### config.mk
export PLATFORM = sky130hd
export DESIGN_NAME = unidade_busca
export DESIGN_NICKNAME = d
export VERILOG_FILES = /design/src/rtl/unidade_busca.sv
export SDC_FILE = /design/constraint.sdc
export NUM_CORES = 1
export LEC_CHECK = 0
export BUFFER_PORTS_ARGS = -buffer_cell sky130_fd_sc_hd__clkbuf_2
export CAP_MARGIN = 20
export CORE_MARGIN = 1
export CORE_UTILIZATION = 32
export DETAILED_ROUTE_END_ITERATION = 10
export GPL_ROUTABILITY_DRIVEN = 0
export PLACE_DENSITY = 0.55
export RECOVER_POWER = 50
export SETUP_SLACK_MARGIN = 0.4
export SLEW_MARGIN = 0
export SYNTH_ARGS = -nofsm -noshare
export SYNTH_HDL_FRONTEND = slang
export SYNTH_SLANG_ARGS = --single-unit
### constraint.sdc
create_clock -name clock -period 9.93 [get_ports clock]
set_clock_uncertainty 0.15 [all_clocks]
set_input_delay 1.4895 -clock clock [delete_from_list [all_inputs] [get_ports clock]]
set_output_delay 1.4895 -clock clock [all_outputs]
set_load 0.02 [all_outputs]
### src/rtl/unidade_busca.sv
// unidade_busca: instruction-fetch front end for the pipelined MIPS core.
// Owns the PC, issues in-order fetches on a req/gnt + rvalid bus, buffers
// returned words in a small prefetch queue and hands them to IF/ID with
// their PC and PC+4. A redirect flushes the queue and discards responses
// that are still outstanding.
module unidade_busca #(
  parameter int unsigned       ADDR_W   = 32,
  parameter int unsigned       DEPTH    = 4,
  parameter logic [ADDR_W-1:0] RESET_PC = '0
) (
  input  logic              clock,
  input  logic              reset_n,
  input  logic              redirect,
  input  logic [ADDR_W-1:0] redirect_pc,
  output logic              mem_req,
  output logic [ADDR_W-1:0] mem_addr,
  input  logic              mem_gnt,
  input  logic              mem_rvalid,
  input  logic [31:0]       mem_rdata,
  output logic              out_valid,
  input  logic              out_ready,
  output logic [31:0]       out_inst,
  output logic [ADDR_W-1:0] out_pc,
  output logic [ADDR_W-1:0] out_pc_mais_4
);

  localparam int unsigned PW = $clog2(DEPTH);
  localparam int unsigned CW = PW + 1;

  logic [ADDR_W-1:0] fetch_pc;
  logic [ADDR_W-1:0] q_pc   [DEPTH];
  logic [31:0]       q_inst [DEPTH];
  logic [ADDR_W-1:0] tag    [DEPTH];
  logic [PW-1:0]     q_rd, q_wr, t_rd, t_wr;
  logic [CW-1:0]     q_count, inflight, drop;
  logic [CW+1:0]     used;
  logic              issue, resp_take, resp_any, pop;

  // Credit accounting, handshake decode and output selection.
  always_comb begin
    used      = {2'b00, q_count} + {2'b00, inflight} + {2'b00, drop};
    mem_req   = reset_n && !redirect && (used < (CW+2)'(DEPTH));
    mem_addr  = fetch_pc;
    issue     = mem_req && mem_gnt;
    resp_any  = mem_rvalid && (inflight != '0 || drop != '0);
    resp_take = mem_rvalid && !redirect && (drop == '0) && (inflight != '0);
    out_valid = (q_count != '0);
    pop       = out_valid && out_ready && !redirect;
    out_inst      = out_valid ? q_inst[q_rd] : '0;
    out_pc        = out_valid ? q_pc[q_rd] : '0;
    out_pc_mais_4 = out_valid ? q_pc[q_rd] + ADDR_W'(4) : '0;
  end

  // Control state: PC, queue/tag pointers and outstanding-response counters.
  always_ff @(posedge clock) begin
    if (!reset_n) begin
      fetch_pc <= RESET_PC;
      q_rd     <= '0;
      q_wr     <= '0;
      q_count  <= '0;
      t_rd     <= '0;
      t_wr     <= '0;
      inflight <= '0;
      drop     <= '0;
    end else if (redirect) begin
      // Everything still outstanding becomes stale; a response landing now
      // is one of those stale ones and is consumed here.
      fetch_pc <= redirect_pc & ~ADDR_W'(3);
      q_rd     <= '0;
      q_wr     <= '0;
      q_count  <= '0;
      t_rd     <= '0;
      t_wr     <= '0;
      inflight <= '0;
      drop     <= drop + inflight - CW'(resp_any);
    end else begin
      if (issue) begin
        fetch_pc <= fetch_pc + ADDR_W'(4);
        t_wr     <= t_wr + PW'(1);
      end
      if (resp_take) begin
        t_rd <= t_rd + PW'(1);
        q_wr <= q_wr + PW'(1);
      end
      if (pop) q_rd <= q_rd + PW'(1);
      q_count  <= q_count + CW'(resp_take) - CW'(pop);
      inflight <= inflight + CW'(issue) - CW'(resp_take);
      if (mem_rvalid && drop != '0) drop <= drop - CW'(1);
    end
  end

  // Tag FIFO and prefetch queue storage; contents are don't-care when empty.
  always_ff @(posedge clock) begin
    if (issue) tag[t_wr] <= fetch_pc;
    if (resp_take) begin
      q_pc[q_wr]   <= tag[t_rd];
      q_inst[q_wr] <= mem_rdata;
    end
  end

  // A response with nothing outstanding is a memory-side protocol violation.
  always_ff @(posedge clock) begin
    if (reset_n) assert (!(mem_rvalid && inflight == '0 && drop == '0));
  end

endmodule

; After elaboration in Yosys (flattened, before gate mapping)
; Memory sizes are Yosys's and may differ from the RTL's. A register that Yosys moved wholly into a read port is not among the register bits.
; Index checks and enable logic that the tools add are counted.
[word_totals]
register_bits = 49
ramBits = 384
inputBits = 70
out_inout_bits = 130
wordCells = 65
mem_count = 3
[mem_list]
columns = memory, depth, width, read_ports, rd_ports_with_merged_regs, write_ports, line_no
row1 = q_inst, 4, 32, 1, 1, 1, 32  ; logic [31:0] q_inst [DEPTH];
row2 = q_pc, 4, 32, 1, 1, 1, 31  ; logic [ADDR_W-1:0] q_pc [DEPTH];
row3 = tag, 4, 32, 1, 1, 1, 33  ; logic [ADDR_W-1:0] tag [DEPTH];
[op_classes]
addsub = 15
magnitude_cmp = 1
muxes = 17
bitwise = 1
n_reduce_logical = 19
[op_table]
columns = cell, count
row1 = 2-to-1 mux 32 bit, 5
row2 = adder 32 x 3 -> 32 bit (second input constant), 2
row3 = 2-to-1 mux 2 bit, 6
row4 = logical AND 1 bit, 10
row5 = nonzero test 3 bit, 3
row6 = subtractor 3 x 1 -> 3 bit, 3
row7 = adder 2 x 1 -> 2 bit (second input constant), 4
row8 = adder 3 x 1 -> 3 bit, 2
row9 = 2-to-1 mux 3 bit, 2
row10 = adder 4 x 3 -> 5 bit, 1
row11 = < comparator 5 x 3 -> 1 bit (second input constant), 1
row12 = adder 3 x 3 -> 4 bit, 1
row13 = 2-to-1 mux 1 bit, 4
row14 = nonzero test 2 bit, 2
row15 = adder 3 bit, 1
row16 = zero test 3 bit, 1
row17 = subtractor 3 x 1 -> 3 bit (second input constant), 1
row18 = OR reduction 2 bit, 1
row19 = zero test 1 bit, 1
row20 = logical OR 1 bit, 1
row21 = NOT 1 bit, 1

; Depth between registers and ports, before layout
; Gate-level depths: netlist of the first run.
[logic_depth]
ltp_word = 7
ltp_mapped = 18
depth_no_buf = 16

; Worst setup path after synthesis of the first run
; No wires, ideal clock.
[synth_path]
path_type = register to output
start = register (tool-made name)
end = output port out_pc_mais_4[18]
arrival_time_ns = 2.650
required_time_ns = 8.290
setup_slack_ns = 5.640
stages_incl_launch_ff = 10
path_buffers = 3
cell_sequence = dfxtp_1 > buf_6 > buf_12 > mux4_2 > ha_1 > nand3_4 > or4_4 > buf_6 > or3_1 > a21oi_1
[synth_rtl]
columns = item, line_no
row1 = "end, declared", 24  ; output logic [ADDR_W-1:0] out_pc_mais_4

; Worst setup path after layout of the first run
[layout_path]
start = input port redirect
end = register inflight[2]
[layout_between]
elab_chain_len = 6
word_cells_on_any_way = 10
classes_between = 2 x add/sub / 8 x reduce/logical
[layout_rtl]
columns = item, line_no
row1 = "start, declared", 13  ; input logic redirect,
row2 = zero test 1 bit, "42, 46"
row3 = logical AND 1 bit (2 in a row), 42  ; mem_req = reset_n && !redirect && (used < (CW+2)'(DEPTH));
row4 = logical AND 1 bit, 44  ; issue = mem_req && mem_gnt;
row5 = adder 3 x 1 -> 3 bit, 87  ; inflight <= inflight + CW'(issue) - CW'(resp_take);
row6 = subtractor 3 x 1 -> 3 bit, 87
row7 = "end signal, assigned", 87
row8 = "end, declared", 35  ; logic [CW-1:0] q_count, inflight, drop;
; Several ways; a longest one is shown, not always the timed one.
; A chain may end at the register's enable or synchronous reset.

==> results.cfg, run 1 <==
[hold_path]
worstHoldStart = t_wr[1]
worstHoldEndpoint = t_wr[1]
hold_class = reg2reg
min_path_cells = 2

[cts]
insertion_delay_ps = 560
path_clk_slew_ps = 60
cts_tree = done
cts_resized = 0
cts_hold_buf = 0
cts_buffers = 45
clock-sinks = 419
htreeDepth = 2
post-cts-setup-buffers = 0
root_buffer = clkbuf_16
clockBufferDepth = 3

[cells_and_area]
drive_above_1_share_pct = 25.0
antenna-diode-count = 0
fin_nets = 1346
areaGrowthSynthToFinish_pct = 16.6

[synthesis]
synth-edff-count = 368
yosysWarnings = 0
synth_ff_type = edfxtp_1
synth.most_common_cell = edfxtp_1
synth_area_leaders = edfxtp_1 63%, mux4_2 11%, dfxtp_1 5.8%, and2_1 2.5%, ha_1 1.5%
yosysTopAreaCell = edfxtp_1
syn_area_per_cell_um2 = 16.7
syn_area_um2 = 17600
async_reset_ff_share_pct = 0
yosys.area.top_type_share_pct = 62.6
yosysUniqueCellTypes = 68
synth_commonest_cells = 368 x edfxtp_1, 90 x mux4_2, 70 x and2_1, 52 x nand2_1, 51 x dfxtp_1
postSynthCellCount = 1055
ys_seq_area_share_pct = 68.4
synth.ff_latch_count = 419

[floorplan]
start_util_pct = 32.6
die-height_um = 237
core_area_um2 = 54100
die_area_um2 = 56100
ios = 200
die_w_um = 237
rows = 85

[route]
antenna_left = 0
routed_wl_mm = 39.7
dr.pass1.iters = 5
drt_iter0_drc = 730
routed_via_density = 5.02
vias = 9901
wire_per_inst_um = 20.1
post-route-drc-count = 0

[critical_path]
r2r.worst_path.cells = 16
crit_family = buffers and inverters
cp.required_ps = 10200
rr_startpoint = inflight[1]
crit_fanout = 48
cp_slowest_stage_delay_ps = 1160
crit_type = in2reg
r2r_slack_ps = 4320
path_buf_inv = 6
crit_path_end_kind = flop
worstPathArrival_ps = 6910
slowest_stage = clkbuf_1
r2r-end = inflight[2]
start_kind = primary input
crit_chain = clkbuf_2, clkbuf_1, nand2b_1, or3b_1, a21oi_2, clkbuf_1, inv_2, ha_1, inv_1, ha_1, inv_1, fa_1, xnor2_1, xnor2_1, nor2_1

[power]
clkPwrFrac_pct = 43.1
power.internal_mw = 2.98
switchingPower_uw = 797
p_comb_share_pct = 4.7
seqPwrFrac_pct = 52.2
ir_worst_vdd_v = 0.000120
switching_share_pct = 21.1
power_mw = 3.78
pwr_density_cell_nw_per_um2 = 184
p_leak_nw = 6.72

[global_route]
grt_antenna_before_repair = 1
gr-usage-all-layers_pct = 14.2
grt_pass1_wl_mm = 60.5
grt_overflow = 0
grt_max_degree = 63
grt_pass1_vias = 9946

[sta]
setup_ws_ps = 3300
min_period_over_period_pct = 66.8
finalSetupViolCount = 0
tightest_slew_ps = 4270
maxSlewViolCount = 334
rsz0062_at_grt = no
fin_crit_ps = 6630
fmax_mhz = 151
setup_tns_ps = 0
hold_viol_final = 0
maxSlewHeadroom_pct = -185

[job]
cap_violations = 7

[run_status]
violations = max-capacitance violations, max-slew violations
status = finished, violations left

[place]
hpwl_mm = 24.3
numPortBuffers = 191
pre_cts_ws_ps = 4050
[per-layer routing]
layer	share of wire (%)	global-route usage, %	up-vias
met5	0	0	-
met4	1.7	4.05	0
met3	5.9	2.70	50
met2	45	21.8	313
met1	48	20.4	5028
li1	-	-	4510
[layout make-up]
type / instances / area (µm²)
clock inverters: 19 / 220
fillers: 5045 / 33600
well taps: 696 / 871
clock buffers: 56 / 1190
multi-input cells: 538 / 5120
inverters: 43 / 161
repair buffers: 202 / 938
flip-flops and latches: 419 / 12100
[worst reg2reg max path, stage by stage, from the launching register on]
cell      delay, ps
dfxtp_1         440
inv_1           120
fa_1            500
nor2_1          150
fa_1            440
or3b_1          460
a21oi_2         130
clkbuf_1       1160
inv_2           510
ha_1            460
inv_1            60
ha_1            130
inv_1            50
fa_1            370
xnor2_1         180
xnor2_1         130
nor2_1           50
[state kept, by name, indices dropped and copies added, names as in the netlist, named ones only]
register and flops:
q_inst 128, q_pc 120, tag 120, mem_addr 30, drop 3, inflight 3, q_count 3, q_rd 2
q_wr 2, t_rd 2, t_wr 2
[layout by cell type, fill, tap and decap left out, types with 22 or more instances in the layout]
cell type and instances:
edfxtp_1 368, clkbuf_2 129, mux4_2 90, clkbuf_1 77, and2_1 62, nand2_1 52
dfxtp_1 48, nor2_1 46, clkbuf_16 45, inv_1 40, a21oi_1 22
[metrics by stage]
stage / hold slack (ps) / util, % / std cells / cell area [µm²]
floorplan: 319 / - / 1060 / 17700
global placement: 338 / 35.6 / 1898 / 19300
detailed placement: 341 / 35.6 / 1898 / 19300
CTS: 348 / 38.2 / 1973 / 20700
global route: 370 / 38.0 / 1973 / 20600
finish: 346 / 38.0 / 1973 / 20600
[logic make-up after synthesis]
group	synth area share [%]
AOI/OAI and AO/OA	4.29
xor gates and xnor gates	1.19
and+or+nand+nor	8.13
muxes	13.0
adders and majority gates	2.17
DFF	68.4
other	0.0212
buffers and inverters	2.81
[power groups by stage]
stage / Clock (mW) / Sequential, mW / Combinational (mW)
floorplan: 0 / 2.00 / 0.115
global placement: 0 / 2.01 / 0.179
detailed placement: 0 / 2.01 / 0.183
CTS: 1.68 / 1.97 / 0.185
global route: 1.74 / 1.97 / 0.200
finish: 1.63 / 1.97 / 0.178
[worst max-delay path by stage]
stage                         from  slack [ps]  cells after the start                end
after floorplan               flop        5640                      9  out_pc_mais_4[18]
after global placement        flop        4050                      7  out_pc_mais_4[31]
after detailed placement      flop        4050                      7  out_pc_mais_4[31]
after CTS                     flop        3440                      7  out_pc_mais_4[31]
after global routing      redirect        2840                      5        q_pc[3][29]
final                     redirect        3300                     15        inflight[2]
(Power assumes the default switching activity.)
==> run 2: changes to the inputs <==
==> constraint.sdc (replaced) <==
create_clock -name clock -period 6.8 [get_ports clock]
set_clock_uncertainty 0.15 [all_clocks]
set_input_delay 1.02 -clock clock [delete_from_list [all_inputs] [get_ports clock]]
set_output_delay 1.02 -clock clock [all_outputs]
set_load 0.02 [all_outputs]
==> run 2 against run 1 <==
  * The flow still finishes with violations (max-capacitance violations, max-slew violations)
  * Register-to-register slack lost 2100 ps
  * Sequential cell count did not move
  * Via count is 0.28% higher
  * Utilization increased by 0.29 points
==> results.cfg, run 2 (synthesized netlist as in run 1, its figures left out) <==
[run_status]
status = finished, violations left
violations = max-capacitance violations, max-slew violations

[critical_path]
r2r.worst_path.cells = 7
crit_path_end_kind = flop
crit_fanout = 47
worstPathArrival_ps = 5410
cp.required_ps = 7080
start_kind = primary input
crit_type = in2reg

[cts]
clockBufferDepth = 3
cts_hold_buf = 0
insertion_delay_ps = 570
cts_resized = 0
cts_tree = done
clock-sinks = 419
root_buffer = clkbuf_16
post-cts-setup-buffers = 0
htreeDepth = 2
cts_buffers = 45
path_clk_slew_ps = 60

[place]
numPortBuffers = 191
hpwl_mm = 25.2

[sta]
min_period_over_period_pct = 75.5
setup_tns_ps = 0
fmax_mhz = 195
rsz0062_at_grt = no
finalSetupViolCount = 0
hold_viol_final = 0
maxSlewHeadroom_pct = -74.7
maxSlewViolCount = 176
tightest_slew_ps = 2620
fin_crit_ps = 5130

[cells_and_area]
largest_reg_flops = 128
top_register = q_inst
mostFrequentLayoutCell = edfxtp_1
drive_above_1_share_pct = 25.3
top_regs = q_inst (128), q_pc (120), tag (120)
areaGrowthSynthToFinish_pct = 17.5
fin_nets = 1349
mostFrequentLayoutCells = 368 x edfxtp_1, 127 x clkbuf_2, 90 x mux4_2

[global_route]
grt_pass1_vias = 10100
grt_max_degree = 48
gr-usage-all-layers_pct = 14.3
grt_overflow = 0
grt_pass1_wl_mm = 61.0
grt_antenna_before_repair = 2

[floorplan]
die_w_um = 237
core_area_um2 = 54100
start_util_pct = 32.6
die-height_um = 237
rows = 85
die_area_um2 = 56100
ios = 200

[route]
routed_wl_mm = 39.8
wire_per_inst_um = 20.1
routed_via_density = 5.00
post-route-drc-count = 0
dr.pass1.iters = 5
vias = 9929
drt_iter0_drc = 544
antenna_left = 0

[power]
power_mw = 5.68
p_leak_nw = 6.79
p_comb_share_pct = 4.6
switchingPower_mw = 1.22
seqPwrFrac_pct = 50.6
pwr_density_cell_nw_per_um2 = 274
ir_worst_vdd_v = 0.000167
power.internal_mw = 4.47
clkPwrFrac_pct = 44.8
switching_share_pct = 21.4

[hold_path]
hold_class = reg2reg
min_path_cells = 2

[job]
cap_violations = 6
## run 2: changes by cell type in the layout (fill, tap and decap cells not counted), sizes merged
| cell | previous run | this run |
|---|---|---|
| buf | 5 | 12 |
| bufinv | 5 | 7 |
| clkbuf | 253 | 247 |
| clkinv | 12 | 15 |
| clkinvlp | 0 | 5 |
| diode | 0 | 1 |
## run 2: worst paths after layout
path | startpoint | to | slack, ps
worst min register to register | t_wr[1] | t_wr[1] | 350
worst max-delay path | redirect | q_count[2] | 1670
worst max register to register | drop[1] | q_inst[1][24] | 2250
worst min-delay path | t_wr[1] | t_wr[1] | 350
## run 2: final cells by class
| cell class | instances | area [µm²] |
|---|---|---|
| Fill cell | 5062 | 33400 |
| Sequential cell | 419 | 12100 |
| Multi-Input combinational cell | 538 | 5110 |
| Clock buffer | 54 | 1200 |
| Timing Repair Buffer | 205 | 973 |
| Tap cell | 696 | 871 |
| Clock inverter | 29 | 338 |
| Inverter | 43 | 161 |
| Antenna cell | 1 | 2.50 |
## run 2: worst max-delay path, cell delays in order
cell and delay, ps:
clkbuf_1 110, clkbuf_1 1500, inv_1 980, and3_1 490, ha_1 280, inv_1 50
ha_1 130, inv_1 40, fa_1 380, xnor2_1 210, xnor2_1 140, nor2_1 50
## run 2: power groups by stage
| stage | Clock [mW] | Combinational [mW] | Sequential [mW] |
|---|---|---|---|
| finish | 2.54 | 0.260 | 2.88 |
| floorplan | 0 | 0.168 | 2.93 |
| CTS | 2.61 | 0.269 | 2.88 |
| global route | 2.70 | 0.295 | 2.88 |
| detailed placement | 0 | 0.266 | 2.93 |
| global placement | 0 | 0.262 | 2.93 |
## run 2: stage by stage
step | std cells | setup slack (ps) | hold slack [ps] | util (%) | cell area [µm²]
floorplan | 1060 | 2800 | 319 | - | 17700
finish | 1985 | 1670 | 350 | 38.3 | 20700
detailed placement | 1901 | 1800 | 342 | 35.6 | 19300
global placement | 1901 | 1790 | 337 | 35.6 | 19300
CTS | 1984 | 1580 | 351 | 38.5 | 20800
global route | 1984 | 1310 | 380 | 38.3 | 20700
## run 2: routing by layer
| layer | part of all wire, % | global-route usage, % | up-vias | wire [µm] |
|---|---|---|---|---|
| li1 | - | - | 4535 | - |
| met1 | 46 | 19.9 | 5018 | 18400 |
| met2 | 45 | 22.7 | 329 | 18000 |
| met3 | 6.7 | 2.95 | 47 | 2660 |
| met4 | 1.7 | 3.86 | 0 | 677 |
| met5 | 0 | 0 | - | 0 |
